$ cat src/rtl/rcu_clk_div_bank.sv
// rcu_clk_div_bank: a bank of CH_NUM independent integer clock dividers.
// Each channel's divide ratio and enable are set at runtime through one shared
// config port. A new ratio takes effect only at a period boundary, so the
// divided clock never has a truncated phase. Period = D+1 source cycles.
// Optional build macro: RCU_CLKDIV_SYNC_EN adds sync_i, which restarts every
// running channel at cnt=0 so that their phases line up.
module rcu_clk_div_bank #(
  parameter int CH_NUM     = 4,
  parameter int DIV_WIDTH  = 8,
  parameter int DONE_DELAY = 3,
  localparam int CH_W      = (CH_NUM > 1) ? $clog2(CH_NUM) : 1
) (
  input  logic                 clk_i,
  input  logic                 rst_i,
  input  logic                 cfg_valid_i,
  output logic                 cfg_ready_o,
  input  logic [CH_W-1:0]      cfg_ch_i,
  input  logic                 cfg_en_i,
  input  logic [DIV_WIDTH-1:0] cfg_div_i,
`ifdef RCU_CLKDIV_SYNC_EN
  input  logic                 sync_i,
`endif
  output logic [CH_NUM-1:0]    trg_o,
  output logic [CH_NUM-1:0]    clk_o,
  output logic [CH_NUM-1:0]    done_o,
  output logic [CH_NUM-1:0]    busy_o
);

  // Config handshake: a transfer happens on the rising edge where
  // cfg_valid_i && cfg_ready_o. cfg_ready_o depends combinationally on
  // cfg_ch_i and is high when the addressed channel is IDLE or RUN. An
  // out-of-range channel is always ready, and its request is dropped.
  // The requester holds valid and data stable until the transfer.

  typedef enum logic [1:0] {
    S_IDLE   = 2'd0,
    S_RUN    = 2'd1,
    S_PEND   = 2'd2,
    S_SETTLE = 2'd3
  } state_t;

  localparam int           SLOTS       = 1 << CH_W;
  localparam logic [3:0]   SETTLE_LOAD = 4'(DONE_DELAY - 1);

  logic [SLOTS-1:0] w_slot_ready;
  logic             w_sync;

`ifdef RCU_CLKDIV_SYNC_EN
  assign w_sync = sync_i;
`else
  assign w_sync = 1'b0;
`endif

  assign cfg_ready_o = w_slot_ready[cfg_ch_i];

  for (genvar gi = 0; gi < SLOTS; gi++) begin : g_ch
    if (gi < CH_NUM) begin : g_live
      state_t               r_state, w_state_nxt;
      logic [DIV_WIDTH-1:0] r_cnt, w_cnt_nxt;
      logic [DIV_WIDTH-1:0] r_div, w_div_nxt;
      logic [DIV_WIDTH-1:0] r_pend_div, w_pend_div_nxt;
      logic                 r_pend_en, w_pend_en_nxt;
      logic                 r_run, w_run_nxt;
      logic [3:0]           r_settle, w_settle_nxt;
      logic                 r_clk, r_done, w_done_nxt;
      logic                 w_acc, w_wrap;
      logic [DIV_WIDTH:0]   w_half_nxt;

      assign w_acc  = cfg_valid_i & (cfg_ch_i == CH_W'(gi)) & w_slot_ready[gi];
      assign w_wrap = r_run & (r_cnt == r_div);
      // The extra bit keeps (D+1)>>1 exact when D is at its maximum value
      assign w_half_nxt = ({1'b0, w_div_nxt} + {{DIV_WIDTH{1'b0}}, 1'b1}) >> 1;

      // Next state: counter step, then phase sync, then the config FSM
      always_comb begin
        w_state_nxt    = r_state;
        w_cnt_nxt      = r_cnt;
        w_div_nxt      = r_div;
        w_run_nxt      = r_run;
        w_pend_en_nxt  = r_pend_en;
        w_pend_div_nxt = r_pend_div;
        w_settle_nxt   = r_settle;
        w_done_nxt     = 1'b0;
        if (r_run) w_cnt_nxt = w_wrap ? '0 : r_cnt + DIV_WIDTH'(1);
        if (w_sync && r_run) w_cnt_nxt = '0;
        unique case (r_state)
          S_IDLE: begin
            if (w_acc) begin
              if (cfg_en_i) w_div_nxt = cfg_div_i;
              w_run_nxt    = cfg_en_i;
              w_cnt_nxt    = '0;
              w_settle_nxt = SETTLE_LOAD;
              w_state_nxt  = S_SETTLE;
            end
          end
          S_RUN: begin
            if (w_acc) begin
              w_pend_en_nxt  = cfg_en_i;
              w_pend_div_nxt = cfg_div_i;
              w_state_nxt    = S_PEND;
            end
          end
          S_PEND: begin
            // Apply at the natural boundary (trg cycle) or a forced sync boundary
            if (w_wrap || w_sync) begin
              w_cnt_nxt    = '0;
              w_run_nxt    = r_pend_en;
              if (r_pend_en) w_div_nxt = r_pend_div;
              w_settle_nxt = SETTLE_LOAD;
              w_state_nxt  = S_SETTLE;
            end
          end
          S_SETTLE: begin
            if (r_settle == 4'd0) begin
              w_done_nxt  = 1'b1;
              w_state_nxt = r_run ? S_RUN : S_IDLE;
            end else begin
              w_settle_nxt = r_settle - 4'd1;
            end
          end
          default: w_state_nxt = S_IDLE;
        endcase
      end

      // Channel state registers; the divided clock follows the next count
      always_ff @(posedge clk_i or posedge rst_i) begin
        if (rst_i) begin
          r_state    <= S_IDLE;
          r_cnt      <= '0;
          r_div      <= '0;
          r_pend_div <= '0;
          r_pend_en  <= 1'b0;
          r_run      <= 1'b0;
          r_settle   <= '0;
          r_clk      <= 1'b0;
          r_done     <= 1'b0;
        end else begin
          r_state    <= w_state_nxt;
          r_cnt      <= w_cnt_nxt;
          r_div      <= w_div_nxt;
          r_pend_div <= w_pend_div_nxt;
          r_pend_en  <= w_pend_en_nxt;
          r_run      <= w_run_nxt;
          r_settle   <= w_settle_nxt;
          r_clk      <= w_run_nxt & ({1'b0, w_cnt_nxt} < w_half_nxt);
          r_done     <= w_done_nxt;
        end
      end

      assign trg_o[gi]        = w_wrap;
      assign clk_o[gi]        = r_clk;
      assign done_o[gi]       = r_done;
      assign busy_o[gi]       = (r_state == S_PEND) | (r_state == S_SETTLE);
      assign w_slot_ready[gi] = (r_state == S_IDLE) | (r_state == S_RUN);
    end else begin : g_absent
      assign w_slot_ready[gi] = 1'b1;
    end
  end

endmodule

$ cat config.mk
export PLATFORM = sky130hd
export DESIGN_NAME = rcu_clk_div_bank
export DESIGN_NICKNAME = d
export VERILOG_FILES = /design/src/rtl/rcu_clk_div_bank.sv
export SDC_FILE = /design/constraint.sdc
export NUM_CORES = 1
export LEC_CHECK = 0
export BUFFER_PORTS_ARGS = -buffer_cell sky130_fd_sc_hd__buf_2
export CORE_MARGIN = 2
export CORE_UTILIZATION = 57
export DETAILED_ROUTE_END_ITERATION = 16
export PLACE_DENSITY = 0.87
export RECOVER_POWER = 25
export SLEW_MARGIN = 30
export SYNTH_ARGS = -nofsm -noshare
export SYNTH_HDL_FRONTEND = slang
export SYNTH_SLANG_ARGS = --single-unit
$ cat constraint.sdc
create_clock -name clk_i -period 4 [get_ports clk_i]
set_input_delay 0.2 -clock clk_i [delete_from_list [all_inputs] [get_ports clk_i]]
set_output_delay 0.2 -clock clk_i [all_outputs]
set_load 0.01 [all_outputs]
Word level (Yosys, flattened, before mapping) --
Cells that the tools add are included.
Storage, ports and cells: bits of input ports 14, output and inout bits 17, logic and storage cells 243, register bits 136
Operators by class: bitwise logic cells 24, add/sub/neg operators 12, reductions and logical operators 25, muxes and demuxes 102, $lt $le $gt $ge 5, equality and inequality tests 39
Operator list (count):
- $mux W8 | 32
- $pmux W8 S2 | 8
- $mux W4 | 12
- $pmux W4 S3 | 4
- $ne A2 B2 Y1 const B | 20
- $add A8 B1 Y9 const B | 4
- $add A8 B1 Y8 const B | 4
- $eq A8 B8 Y1 | 4
- $lt A8 B8 Y1 | 4
- $mux W2 | 16
- $pmux W2 S4 | 4
- $reduce_and A4 Y1 | 8
- $mux W1 | 21
- $eq A2 B2 Y1 const B | 10
- $and A1 B1 Y1 | 16
- $logic_not A4 Y1 | 4
- $sub A4 B1 Y4 const B | 4
- $reduce_bool A3 Y1 | 4
- $eq A2 B1 Y1 const B | 5
- $logic_not A2 Y1 | 5
- $or A1 B1 Y1 | 8
- $pmux W1 S2 | 4
- $reduce_and A2 Y1 | 4
- $lt A2 B3 Y1 const B | 1
- $bmux W1 S2 | 1

Depth between registers and ports, before layout --
Gate-level depths: netlist of the first run.
depth after elaboration 8, mapped depth 17, mapped depth without buffers 16

Least setup slack after synthesis of the first run --
Ideal clock, no wire load.
path kind reg2reg, start point reg g_ch[2].g_live.r_div[4], end point reg g_ch[2].g_live.r_clk, slack 0.692 ns, setup time 0.066 ns, required time 3.934 ns, period minus slack after synthesis 3.308 ns, arrival time 3.241 ns, buffers on the path 1, stages on the path, launching flop included 16, cells stage by stage dfrtp_1 > xnor2_1 > nand4_1 > nor4_1 > buf_2 > mux2i_1 > o221a_2 > ha_1 > and3_1 > nand3_1 > xor2_1 > ha_1 > a21o_1 > a21o_1 > a211oi_1 > o311a_1
Between the ends: elaborated cells between the ends (all ways) 17, classes of those cells 1 x add/sub; 1 x order compare; 1 x eq/ne; 12 x mux; 2 x bitwise
RTL lines:
- start: declaration | RTL line 60 | logic [DIV_WIDTH-1:0] r_div, w_div_nxt;
- start signal: assignment | RTL line 140 | r_div <= w_div_nxt;
- $eq A8 B8 Y1 | RTL line 70 | assign w_wrap = r_run & (r_cnt == r_div);
- $and A1 B1 Y1 | RTL line 70
- $mux W8 | RTL line 105 | if (w_wrap || w_sync) begin
- $pmux W8 S2 | RTL line 86 | unique case (r_state)
- net g_ch[2].g_live.w_div_nxt[1] | RTL line 60
- $add A8 B1 Y9 | RTL line 72 | assign w_half_nxt = ({1'b0, w_div_nxt} + {{DIV_WIDTH{1'b0}}, 1'b1}) >> 1;
- $lt A8 B8 Y1 | RTL line 145 | r_clk <= w_run_nxt & ({1'b0, w_cnt_nxt} < w_half_nxt);
- $and A1 B1 Y1 | RTL line 145
- end signal: assignment | RTL line 145
- end: declaration | RTL line 65 | logic r_clk, r_done, w_done_nxt;
The timed path passes the listed nets, and every way through them passes these cells. A chain may end at the register's enable or synchronous reset.

Worst setup path in the final report of the first run --
start point reg g_ch[0].g_live.r_cnt[4], end point reg g_ch[0].g_live.r_clk
Between the ends: elaborated cells between the ends (all ways) 15, classes of those cells 2 x add/sub; 1 x order compare; 1 x eq/ne; 9 x mux; 2 x bitwise
RTL lines:
- start: declaration | RTL line 59 | logic [DIV_WIDTH-1:0] r_cnt, w_cnt_nxt;
- start signal: assignment | RTL line 139 | r_cnt <= w_cnt_nxt;
- $eq A8 B8 Y1 | RTL line 70
- $and A1 B1 Y1 | RTL line 70
- $mux W8 | RTL line 105
- $pmux W8 S2 | RTL line 86
- net g_ch[0].g_live.w_div_nxt[0] | RTL line 60
- $add A8 B1 Y9 | RTL line 72
- $lt A8 B8 Y1 | RTL line 145
- $and A1 B1 Y1 | RTL line 145
- end signal: assignment | RTL line 145
- end: declaration | RTL line 65
The timed path passes the listed nets, and every way through them passes these cells.

==> impl_results.md, run 1 <==
- Leak: 4.208 nW
- DR iter-0 viols: 553
- Core Util, Final: 64.17%
- CP max-delay cell: nor4b_4
- Net Count, Synth: 935
- PD cells: 746.7 nW/µm²
- Post-DRT Antenna Nets: 0
- Int Pwr: 4.262 mW
- CTS tree: done
- Gr usage total: 25.12%
- Switching power: 2.650 mW
- Routability cong.: 0.8884
- Vias in the first global route: 6,478
- Mapped cell area: 8347 µm²
- Core Area: 14,420 µm²
- H-tree depth: 4
- # port buffers: 30
- RSZ-0062 raised after global routing: false
- Largest family of logic cells by synthesized area: simple AND/OR/NAND/NOR gates
- Synthesized flop and latch total: 136
- Top post-synthesis cells by area: dfrtp_1 (41%), ha_1 (6.6%), xnor2_1 (5.5%), nor2_1 (4.5%), mux2_2 (4.3%)
- Vias after detailed routing: 6,560
- Max-slew violation count: 67
- Status: finished with violations
- Slew headroom: -64.83%
- Slowest stage delay, CP: 0.47 ns
- First-pass GRT wire length: 32,050 µm
- Io pins: 31
- CP Buf/Inv Count: 0
- Post-synth EDFFs: 0
- Switch share: 38.34%
- Critical path required time: 4.35 ns
- Placed wire-length estimate: 13,190 µm
- Commonest non-fill, non-tap cell in the layout: dfrtp_1
- Syn. warnings: 0
- Max-capacitance violation count: 1
- Async SR Flop Fraction: 100.0%
- Routed WL: 18,800 µm
- Initial core utilization: 57.87%
- Synth area leader: dfrtp_1
- Tot Pwr: 6.912 mW
- Fin. Hold Viols: 0
- Synth unique cells: 80
- Deepest clock path buffer count: 2
- Endpoint type of the worst setup path: flip-flop
- Critical Path AT: 3.98 ns
- Max Fclk: 0.2753 GHz
- Skew final: 0.005163 ns
- Chip Height: 125.0 µm
- VDD IR max: 0.0004665 V
- Post-synth top area share: 40.77%
- Logic pwr share: 39.1%
- Simple-Gate Fraction of Synth Area: 20.25%
- Row cnt: 44
- Synth Area in Adders: 6.596%
- Clock share of power: 25.7%
- Failing checks: capacitance limit, slew limit
- Sequential share of power: 35.1%
- Largest net degree at the start of global routing: 67
- Compound-gate portion of the synthesized area: 11.65%
- Worst-margin pin slew: 2.470 ns
- Final min period: 3.632 ns
- Final-report setup violation count: 0
- CTS clk-pin slew, worst paths: 0.06 ns
- Post-CTS Resized: 0
- 1st-pass router iterations: 5
- Mean post-synth cell area: 9.517 µm²
- Final period util: 90.80%
- Commonest cells after routing, fill and taps aside: dfrtp_1 (136), nor2_1 (99), nand2_1 (87)
- Wire length per cell: 17.26 µm
- XOR/XNOR share of the synthesized area: 9.639%
- Clock latency on the worst-skew pair: 0.43 ns
- CTS Buf Count: 17
- Clk sinks: 136
- Synth Instances: 877
- Remaining global-route overflow: 0
- Cells along the critical path: xnor2_1 > nand4_1 > nor4b_4 > nor3_1 > a221oi_1 > ha_1 > nand3_1 > nand3b_1 > nand3b_1 > ha_1 > and4_1 > a21oi_1 > nand3_1 > a31oi_1
- Layout area overhead: 10.90%
- Fin nets: 950
- Initial antenna violation count: 0
- Clock root cell: clkbuf_16
- Crit path kind: reg2reg
- Max FO, Critical Path: 6
- Inserted Diodes: 0
- Top FF cell, synth: dfrtp_1
- Hold crit path type: in2reg
- Startpoint Class: flip-flop
- Mux cell area share after synthesis: 6.401%
- Die span in x: 125.0 µm
- Layout cell share with drive strength beyond 1: 14.81%
- Die area: 15,630 µm²
- Final setup TNS: 0 ns
- Drc violations: 0
- Vias per cell: 6.024
- Register area share after synthesis: 40.77%
- Crit path max-delay family: simple AND/OR/NAND/NOR gates
state kept, by name, summed over array words and instances, names as in the netlist:
name,count
g_ch.g_live.r_clk,4
g_ch.g_live.r_cnt,32
g_ch.g_live.r_div,32
g_ch.g_live.r_done,4
g_ch.g_live.r_pend_div,32
g_ch.g_live.r_pend_en,4
g_ch.g_live.r_run,4
g_ch.g_live.r_settle,16
g_ch.g_live.r_state,8
cell usage after synthesis, types with 13 or more instances:
cell	n
dfrtp_1	136
nor2_1	99
nand2_1	87
xnor2_1	52
ha_1	44
a21oi_1	43
xor2_1	38
inv_1	33
mux2_2	32
nand3_1	31
o21ai_0	30
clkbuf_1	23
nand4_1	20
mux2i_1	14
buf_4	13
power by group through the flow:
stage	clock network (mW)	registers [mW]	logic [mW]
2_1_floorplan	0	2.22	2.23
3_3_place_gp	0	2.40	2.55
3_5_place_dp	0	2.43	2.64
4_1_cts	1.79	2.41	2.69
5_1_grt	1.86	2.49	3.05
6_report	1.78	2.43	2.71
final cells by class:
type / instances / area [µm²]
sequential: 136 / 3403
timing repair buffer: 45 / 257.7
clock inverter: 14 / 227.7
fill: 1119 / 5167
multi-input combinational: 656 / 4558
tap: 184 / 230.2
clock buffer: 18 / 439.2
inverter: 36 / 140.1
stage by stage:
stage | cells | hold slack, ns | instance area (µm²) | worst slack, ns
2_1_floorplan | 877 | 0.3505 | 8347 | 0.1605
3_3_place_gp | 1053 | 0.3201 | 8569 | 0.5713
3_5_place_dp | 1053 | 0.3239 | 8569 | 0.4292
4_1_cts | 1086 | 0.1456 | 9246 | 0.3879
5_1_grt | 1089 | 0.1706 | 9256 | 0.03229
6_report | 1089 | 0.1616 | 9256 | 0.3682
routing by layer:
metal	up-vias	part of all wire [%]	global-route usage, %	wire length (µm)
met5	-	0	0	0
met4	0	2.2	9.869	414
met3	40	5.6	4.536	1047
met2	228	49	40.89	9235
met1	3193	43	33.65	8098
li1	3099	-	-	-
kinds of logic (layout without fill, tap and decap cells):
family | count (synthesis) | in the layout
AOI/OAI and AO/OA | 146 | 146
and+or+nand+nor | 327 | 327
DFF | 136 | 136
adders and majority gates | 44 | 44
xor gates and xnor gates | 91 | 91
buffers and inverters | 85 | 113
muxes | 48 | 48
worst reg2reg max path, delay by kind of cell (launching register included):
family,cells,cell delay (ns)
compound gates,3,0.67
xor+xnor,1,0.23
fa+ha+maj,2,0.57
flops,1,0.45
simple gates,8,1.64
timing repair:
action | 4_1_cts | 5_1_grt
setup endpoints to repair | 0 | 1
hold buffers | 1 | 0
setup buffers | 0 | 3
endpoints found under the hold margin | 64 | 0
path summary, 6_finish.rpt:
| check | slack (ns) | endpoint | cells after the start | startpoint |
|---|---|---|---|---|
| max reg2reg | 0.37 | g_ch[0].g_live.r_clk | 14 | g_ch[0].g_live.r_cnt[4] |
| min in group asynchronous | 1.17 | g_ch[2].g_live.r_div[6] | 3 | rst_i |
| max | 0.37 | g_ch[0].g_live.r_clk | 14 | g_ch[0].g_live.r_cnt[4] |
| min reg2reg | 0.49 | g_ch[3].g_live.r_pend_div[0] | 2 | g_ch[3].g_live.r_pend_div[0] |
| min | 0.16 | g_ch[3].g_live.r_pend_div[2] | 2 | cfg_div_i[2] |
| max in group asynchronous | 1.24 | g_ch[0].g_live.r_settle[2] | 4 | rst_i |
Note: power is estimated with default switching activity, not from simulation.
==> inputs of run 2 (changes only) <==
Settings changed: CORE_ASPECT_RATIO from default to 1.25.
==> run 2 against run 1 <==
Net effect: the flow still finishes with violations (capacitance limit, slew limit); core utilization is 0.87 points lower; register-to-register slack worse by 0.05 ns; largest cell class unchanged; wire length is 0.18% higher; power is 4.4% lower; highest routed layer unchanged; critical endpoint is now g_ch[2].g_live.r_clk.
==> impl_results.md, run 2 (synthesis results as in run 1) <==
- CTS clk-pin slew, worst paths: 0.06 ns (about the same)
- Startpoint Class: flip-flop
- VDD IR max: 0.0006203 V (+33%)
- Vias after detailed routing: 6,544 (-0.24%)
- Final min period: 3.681 ns (+0.04917 ns)
- Core Area: 14,350 µm² (-0.54%)
- Commonest cells after routing, fill and taps aside: dfrtp_1 (136), nor2_1 (99), nand2_1 (87)
- Hold Startpoint: cfg_div_i[1]
- Fin nets: 944 (-0.63%)
- Slew headroom: -61.40% (+3.4 points)
- Max-slew violation count: 116 (+73%)
- Fin. Hold Viols: 0 (unchanged)
- Final-report setup violation count: 0 (unchanged)
- Final period util: 92.02% (+1.2 points)
- CTS tree: done
- Status: finished with violations
- Hold crit path type: in2reg
- Routability cong.: 0.8660 (-2.5%)
- Reg2reg end: g_ch[2].g_live.r_clk
- Worst-margin pin slew: 2.421 ns (-0.04871 ns)
- H-tree depth: 4 (unchanged)
- Vias in the first global route: 6,703 (+3.5%)
- Final setup TNS: 0 ns (unchanged)
- Met3 wire len: 889 µm (-15%)
- Hold path depth: 3 (+1)
- Cells along the critical path: xnor2_1 > nand4_1 > nor4_2 > buf_4 > nand4_1 > o21ai_0 > nor2_1 > inv_1 > ha_1 > and3_1 > nand3_1 > xor2_1 > ha_1 > a21o_1 > a21o_1 > a211oi_1 > o311a_1
- CP max-delay cell: dfrtp_1
- Reg2reg start: g_ch[2].g_live.r_div[2]
- Max Fclk: 0.2717 GHz (-1.3%)
- Critical Path AT: 4.05 ns (+0.07 ns)
- Reg area: 3403 µm² (unchanged)
- Routed WL: 18,830 µm (+0.18%)
- Clock latency on the worst-skew pair: 0.43 ns (about the same)
- Drc violations: 0 (unchanged)
- Max FO, Critical Path: 9 (+3)
- RSZ-0062 raised after global routing: false
- Met2 Wirelength: 9485 µm (+2.7%)
- Met1 Routed Length: 7644 µm (-5.6%)
- Initial core utilization: 58.18% (+0.31 points)
- Io pins: 31 (unchanged)
- Slowest stage delay, CP: 0.42 ns (-0.05 ns)
- Die span in x: 112.2 µm (-10%)
- Placed wire-length estimate: 13,170 µm (-0.15%)
- 1st-pass router iterations: 7 (+2)
- Row cnt: 49 (+11%)
- Largest net degree at the start of global routing: 116 (+73%)
- Endpoint type of the worst setup path: flip-flop
- Top Metal Used: met4
- CTS Buf Count: 17 (unchanged)
- Skew final: 0.006877 ns (+0.001714 ns)
- Clk sinks: 136 (unchanged)
- Commonest non-fill, non-tap cell in the layout: dfrtp_1
- PD cells: 727.2 nW/µm² (-2.6%)
- Failing checks: capacitance limit, slew limit
- Layout cell share with drive strength beyond 1: 13.27% (-1.5 points)
- Multi-input logic area: 4558 µm² (unchanged)
- Initial antenna violation count: 0 (unchanged)
- Remaining global-route overflow: 0 (unchanged)
- Inserted Diodes: 0 (unchanged)
- Max-capacitance violation count: 1 (unchanged)
- R2r setup slk: 0.32 ns (-0.05 ns)
- Chip Height: 139.3 µm (+11%)
- Gr usage total: 24.89% (-0.23 points)
- Post-DRT Antenna Nets: 0 (unchanged)
- Worst Reg2Reg Path Length in Cells: 17 (+3)
- Deepest clock path buffer count: 2 (unchanged)
- Filler Cells Inserted: 1,096 (-2.1%)
- Clock root cell: clkbuf_16
- Hold_ws: 0.1469 ns (-0.01470 ns)
- Vias per cell: 6.087 (+1.1%)
- Wire length per cell: 17.52 µm (+1.5%)
- Top Registers: g_ch.g_live.r_cnt: 32 flops, g_ch.g_live.r_div: 32 flops, g_ch.g_live.r_pend_div: 32 flops
- Setup Buffers After CTS: 0 (unchanged)
- # port buffers: 30 (unchanged)
- Leak: 4.112 nW (-2.3%)
- Crit path kind: reg2reg
- Layout area overhead: 8.799%
- DR iter-0 viols: 483 (-13%)
- Critical path required time: 4.37 ns (+0.02 ns)
- First-pass GRT wire length: 31,490 µm (-1.7%)
- Die area: 15,630 µm² (about the same)
- Hold path endpoint: g_ch[3].g_live.r_div[1]
==> run 2: changes by cell type in the layout (fill, tap and decap cells not counted) <==
cell / before / now
clkbuf_1: 6 / 14
buf_4: 14 / 8
bufinv_16: 6 / 1
clkbuf_8: 1 / 4
clkinv_2: 5 / 2
buf_2: 24 / 22
clkinvlp_4: 3 / 1
inv_1: 33 / 32
==> run 2: area by class of cell <==
class,instances,share of cell area (%)
clock buffer,27,5.539
timing repair buffer,39,2.315
multi-input combinational,656,50.19
clock inverter,3,0.4409
inverter,36,1.584
sequential,136,37.48
tap,178,2.452
==> run 2: how the worst max path moves through the flow <==
| stage | from | end | slack, ns | cells after the start |
|---|---|---|---|---|
| floorplan | rst_i | g_ch[0].g_live.r_clk | 0.16 | 1 |
| global placement | g_ch[1].g_live.r_cnt[5] | g_ch[1].g_live.r_clk | 0.46 | 15 |
| detailed placement | g_ch[1].g_live.r_cnt[4] | g_ch[1].g_live.r_clk | 0.42 | 16 |
| CTS | g_ch[2].g_live.r_div[3] | g_ch[2].g_live.r_clk | 0.37 | 17 |
| global route | g_ch[2].g_live.r_cnt[0] | g_ch[2].g_live.r_clk | 0.08 | 17 |
| finish | g_ch[2].g_live.r_div[2] | g_ch[2].g_live.r_clk | 0.32 | 17 |
==> run 2: routing by layer <==
metal  track usage (%)  vias to the layer above
li1                  -                     3075
met1             29.65                     3180
met2             41.82                      223
met3             4.834                       66
met4             14.57                        0
met5                 0                        -
==> run 2: power breakdown <==
part / total (mW) / switching, mW / internal (mW)
Clock: 1.48 / 0.572 / 0.911
Combinational: 2.70 / 1.50 / 1.20
Sequential: 2.43 / 0.551 / 1.87
Total: 6.60 / 2.62 / 3.99
==> run 2: timing repair <==
item,4_1_cts,5_1_grt
hold endpoints to repair,114,0
gates resized for setup,0,0
hold buffers,1,0
endpoints found under the setup margin,0,0
==> run 2: worst max-delay path, delay by kind of cell, from the launching register on <==
kind | cells | cell delay (ns)
simple gates | 6 | 1.10
fa+ha+maj | 2 | 0.47
compound gates | 5 | 0.95
xor+xnor | 2 | 0.36
flops | 1 | 0.42
buf+inv | 2 | 0.33
==> run 2: stage by stage <==
stage / setup slack [ns] / cells / utilization [%] / cell area (µm²) / power [mW]
floorplan: 0.1605 / 877 / - / 8347 / 4.455
global placement: 0.4562 / 1044 / 59.52 / 8539 / 4.931
detailed placement: 0.4227 / 1044 / 59.54 / 8542 / 5.059
CTS: 0.3662 / 1075 / 63.40 / 9095 / 6.591
global route: 0.07594 / 1075 / 63.30 / 9081 / 7.062
finish: 0.3190 / 1075 / 63.30 / 9081 / 6.604
==> inputs of run 3 (changes only) <==
Clock period 4 ns to 3.06 ns, I/O delays scaled along.
==> run 3 against run 2 <==
Net effect: the run ends with setup timing left; clock skew up 0.0013 ns; power rose by 55%; largest power group unchanged; highest routed layer unchanged; final cell count grew 13%; die area unchanged; maximum frequency grew 4.7%; critical path type unchanged; cell area is 15% higher; sequential power up 25%; first-iteration DRC count increased by 31%; core utilization increased by 9.8 points.
==> impl_results.md, run 3 (synthesis results as in run 1) <==
- Status: finished with violations
- Failing checks: setup timing
- Gr usage total: 29.93% (+5.0 points)
- CTS tree: done
- Vias after detailed routing: 7,651 (+17%)
- Commonest non-fill, non-tap cell in the layout: buf_4
- Leak: 4.914 nW (+19%)
- Critical Path AT: 3.87 ns (-0.18 ns)
- Slew headroom: 4.373% (+66 points)
- Vias in the first global route: 7,583 (+13%)
- Remaining global-route overflow: 0 (unchanged)
- Io pins: 31 (unchanged)
- Chip Height: 139.3 µm (unchanged)
- R2r setup slk: -0.46 ns (-0.78 ns)
- Final min period: 3.517 ns (-0.1642 ns)
- Largest net degree at the start of global routing: 54 (-53%)
- # port buffers: 30 (unchanged)
- Crit path kind: reg2reg
- Final setup TNS: -1.068 ns (-1.068 ns)
- Row cnt: 49 (unchanged)
- Initial core utilization: 58.18% (unchanged)
- Max-slew violation count: 0 (-100%)
- Commonest cells after routing, fill and taps aside: buf_4 (144), dfrtp_1 (135), nor2_1 (97)
- Deepest clock path buffer count: 2 (unchanged)
- H-tree depth: 4 (unchanged)
- 1st-pass router iterations: 5 (-2)
- Hold crit path type: in2reg
- Critical path required time: 3.41 ns (-0.96 ns)
- RSZ-0062 raised after global routing: true
- Hold path depth: 2 (-1)
- Sequential share of power: 29.7% (-7.0 points)
- Switch share: 39.76% (+0.10 points)
- Skew final: 0.008202 ns (+0.001325 ns)
- Max Fclk: 0.2843 GHz (+4.7%)
- Hold_ws: 0.08011 ns (-0.06678 ns)
- VDD IR max: 0.0006641 V (+7.1%)
- Endpoint type of the worst setup path: flip-flop
- Setup slack after layout: -0.4568 ns (-0.7758 ns)
- Final period util: 114.9% (+23 points)
- Placed wire-length estimate: 15,410 µm (+17%)
- Tot Pwr: 10.25 mW (+55%)
- Placed Area: 9512 µm² (+11%)
- Initial antenna violation count: 0 (unchanged)
- Clock latency on the worst-skew pair: 0.44 ns (about the same)
- Final-report setup violation count: 4 (+4)
- Clock root cell: clkbuf_16
- Vias per cell: 6.282 (+3.2%)
- Post-place setup slack: -0.2880 ns (-0.7107 ns)
- DR iter-0 viols: 634 (+31%)
- Int Pwr: 6.175 mW (+55%)
- CTS Buf Count: 17 (unchanged)
- Inserted Diodes: 0 (unchanged)
- Post-DRT Antenna Nets: 0 (unchanged)
- Top Registers: g_ch.g_live.r_cnt: 32 flops, g_ch.g_live.r_div: 32 flops, g_ch.g_live.r_pend_div: 32 flops
- CTS clk-pin slew, worst paths: 0.06 ns (about the same)
- Drc violations: 0 (unchanged)
- Worst Setup SP: g_ch[0].g_live.r_div[0]
- Layout cell share with drive strength beyond 1: 30.00% (+17 points)
- Finished Cell Area: 10,490 µm² (+15%)
- Startpoint Class: flip-flop
- Logic pwr share: 49.3% (+8.5 points)
- Max FO, Critical Path: 6 (-3)
- Reg2reg start: g_ch[0].g_live.r_div[0]
- Switching power: 4.075 mW (+56%)
- Worst-margin pin slew: 1.434 ns (-0.9866 ns)
- First-pass GRT wire length: 37,270 µm (+18%)
- Routability cong.: 0.8871 (+2.4%)
- PD cells: 977.5 nW/µm² (+34%)
- Wire length per cell: 20.09 µm (+15%)
- Fin. Hold Viols: 0 (unchanged)
- Fin nets: 1,085 (+15%)
- Layout area overhead: 25.63%
- Die area: 15,630 µm² (unchanged)
- Die span in x: 112.2 µm (unchanged)
- Core Area: 14,350 µm² (unchanged)
- Worst Reg2Reg Path Length in Cells: 16 (-1)
- Clock share of power: 21.1% (-1.4 points)
- Max-capacitance violation count: 0 (-1)
- Routed WL: 24,470 µm (+30%)
- Hold Startpoint: cfg_en_i
- Clk sinks: 136 (unchanged)
run 3: worst max-delay path, cell delays in order (launching register included):
cell	delay (ns)
dfrtp_1	0.44
xnor2_2	0.20
nand4_1	0.22
nor4b_4	0.41
buf_6	0.18
nor2_4	0.04
a221o_1	0.38
ha_2	0.23
nand3_2	0.07
nand3b_1	0.16
xor2_1	0.18
ha_1	0.28
a21oi_2	0.15
nor2b_1	0.07
o21ai_1	0.14
nand3_1	0.09
a31oi_1	0.19
run 3: worst paths after layout:
kind / end
max in group asynchronous: g_ch[3].g_live.r_cnt[3]
min in group asynchronous: g_ch[1].g_live.r_settle[0]
hold / removal: g_ch[2].g_live.r_pend_en
setup reg to reg: g_ch[0].g_live.r_clk
setup / recovery: g_ch[0].g_live.r_clk
hold reg to reg: g_ch[0].g_live.r_pend_div[1]
run 3: timing repair:
action | CTS | global route
gates cloned | 0 | 0
setup endpoints to repair | 4 | 4
gates resized for setup | 23 | 24
hold buffers | 1 | 0
hold endpoints to repair | 41 | 0
pin swaps | 21 | 27
buffers inserted | 12 | 8
run 3: area by class of cell:
class | count | area, µm²
inverters | 36 | 141.4
clock inverters | 9 | 120.1
flip-flops and latches | 136 | 3405
repair buffers | 180 | 1282
well taps | 178 | 222.7
fillers | 864 | 3860
clock buffers | 23 | 488.0
multi-input cells | 656 | 4827
run 3: per-layer routing:
metal / global-route usage, % / share of wire, % / vias up
met5: 0 / 0 / -
li1: - / - / 3360
met2: 53.33 / 51 / 431
met3: 6.228 / 7.3 / 139
met1: 34.49 / 36 / 3721
met4: 13.35 / 6.1 / 0
run 3: per-stage QoR:
| stage | utilization [%] | cells |
|---|---|---|
| after global routing | 73.09 | 1218 |
| after global placement | 66.30 | 1164 |
| after floorplan | - | 877 |
| final | 73.09 | 1218 |
| after detailed placement | 66.30 | 1164 |
| after CTS | 71.98 | 1209 |
run 3: power groups by stage:
stage                     sequential (mW)  clock [mW]  combinational, mW
after floorplan                      2.91           0               2.98
after global placement               2.95           0               4.24
after detailed placement             2.98           0               4.45
after CTS                            2.98        2.16               4.70
after global routing                 3.09        2.25               5.46
final                                3.04        2.16               5.05
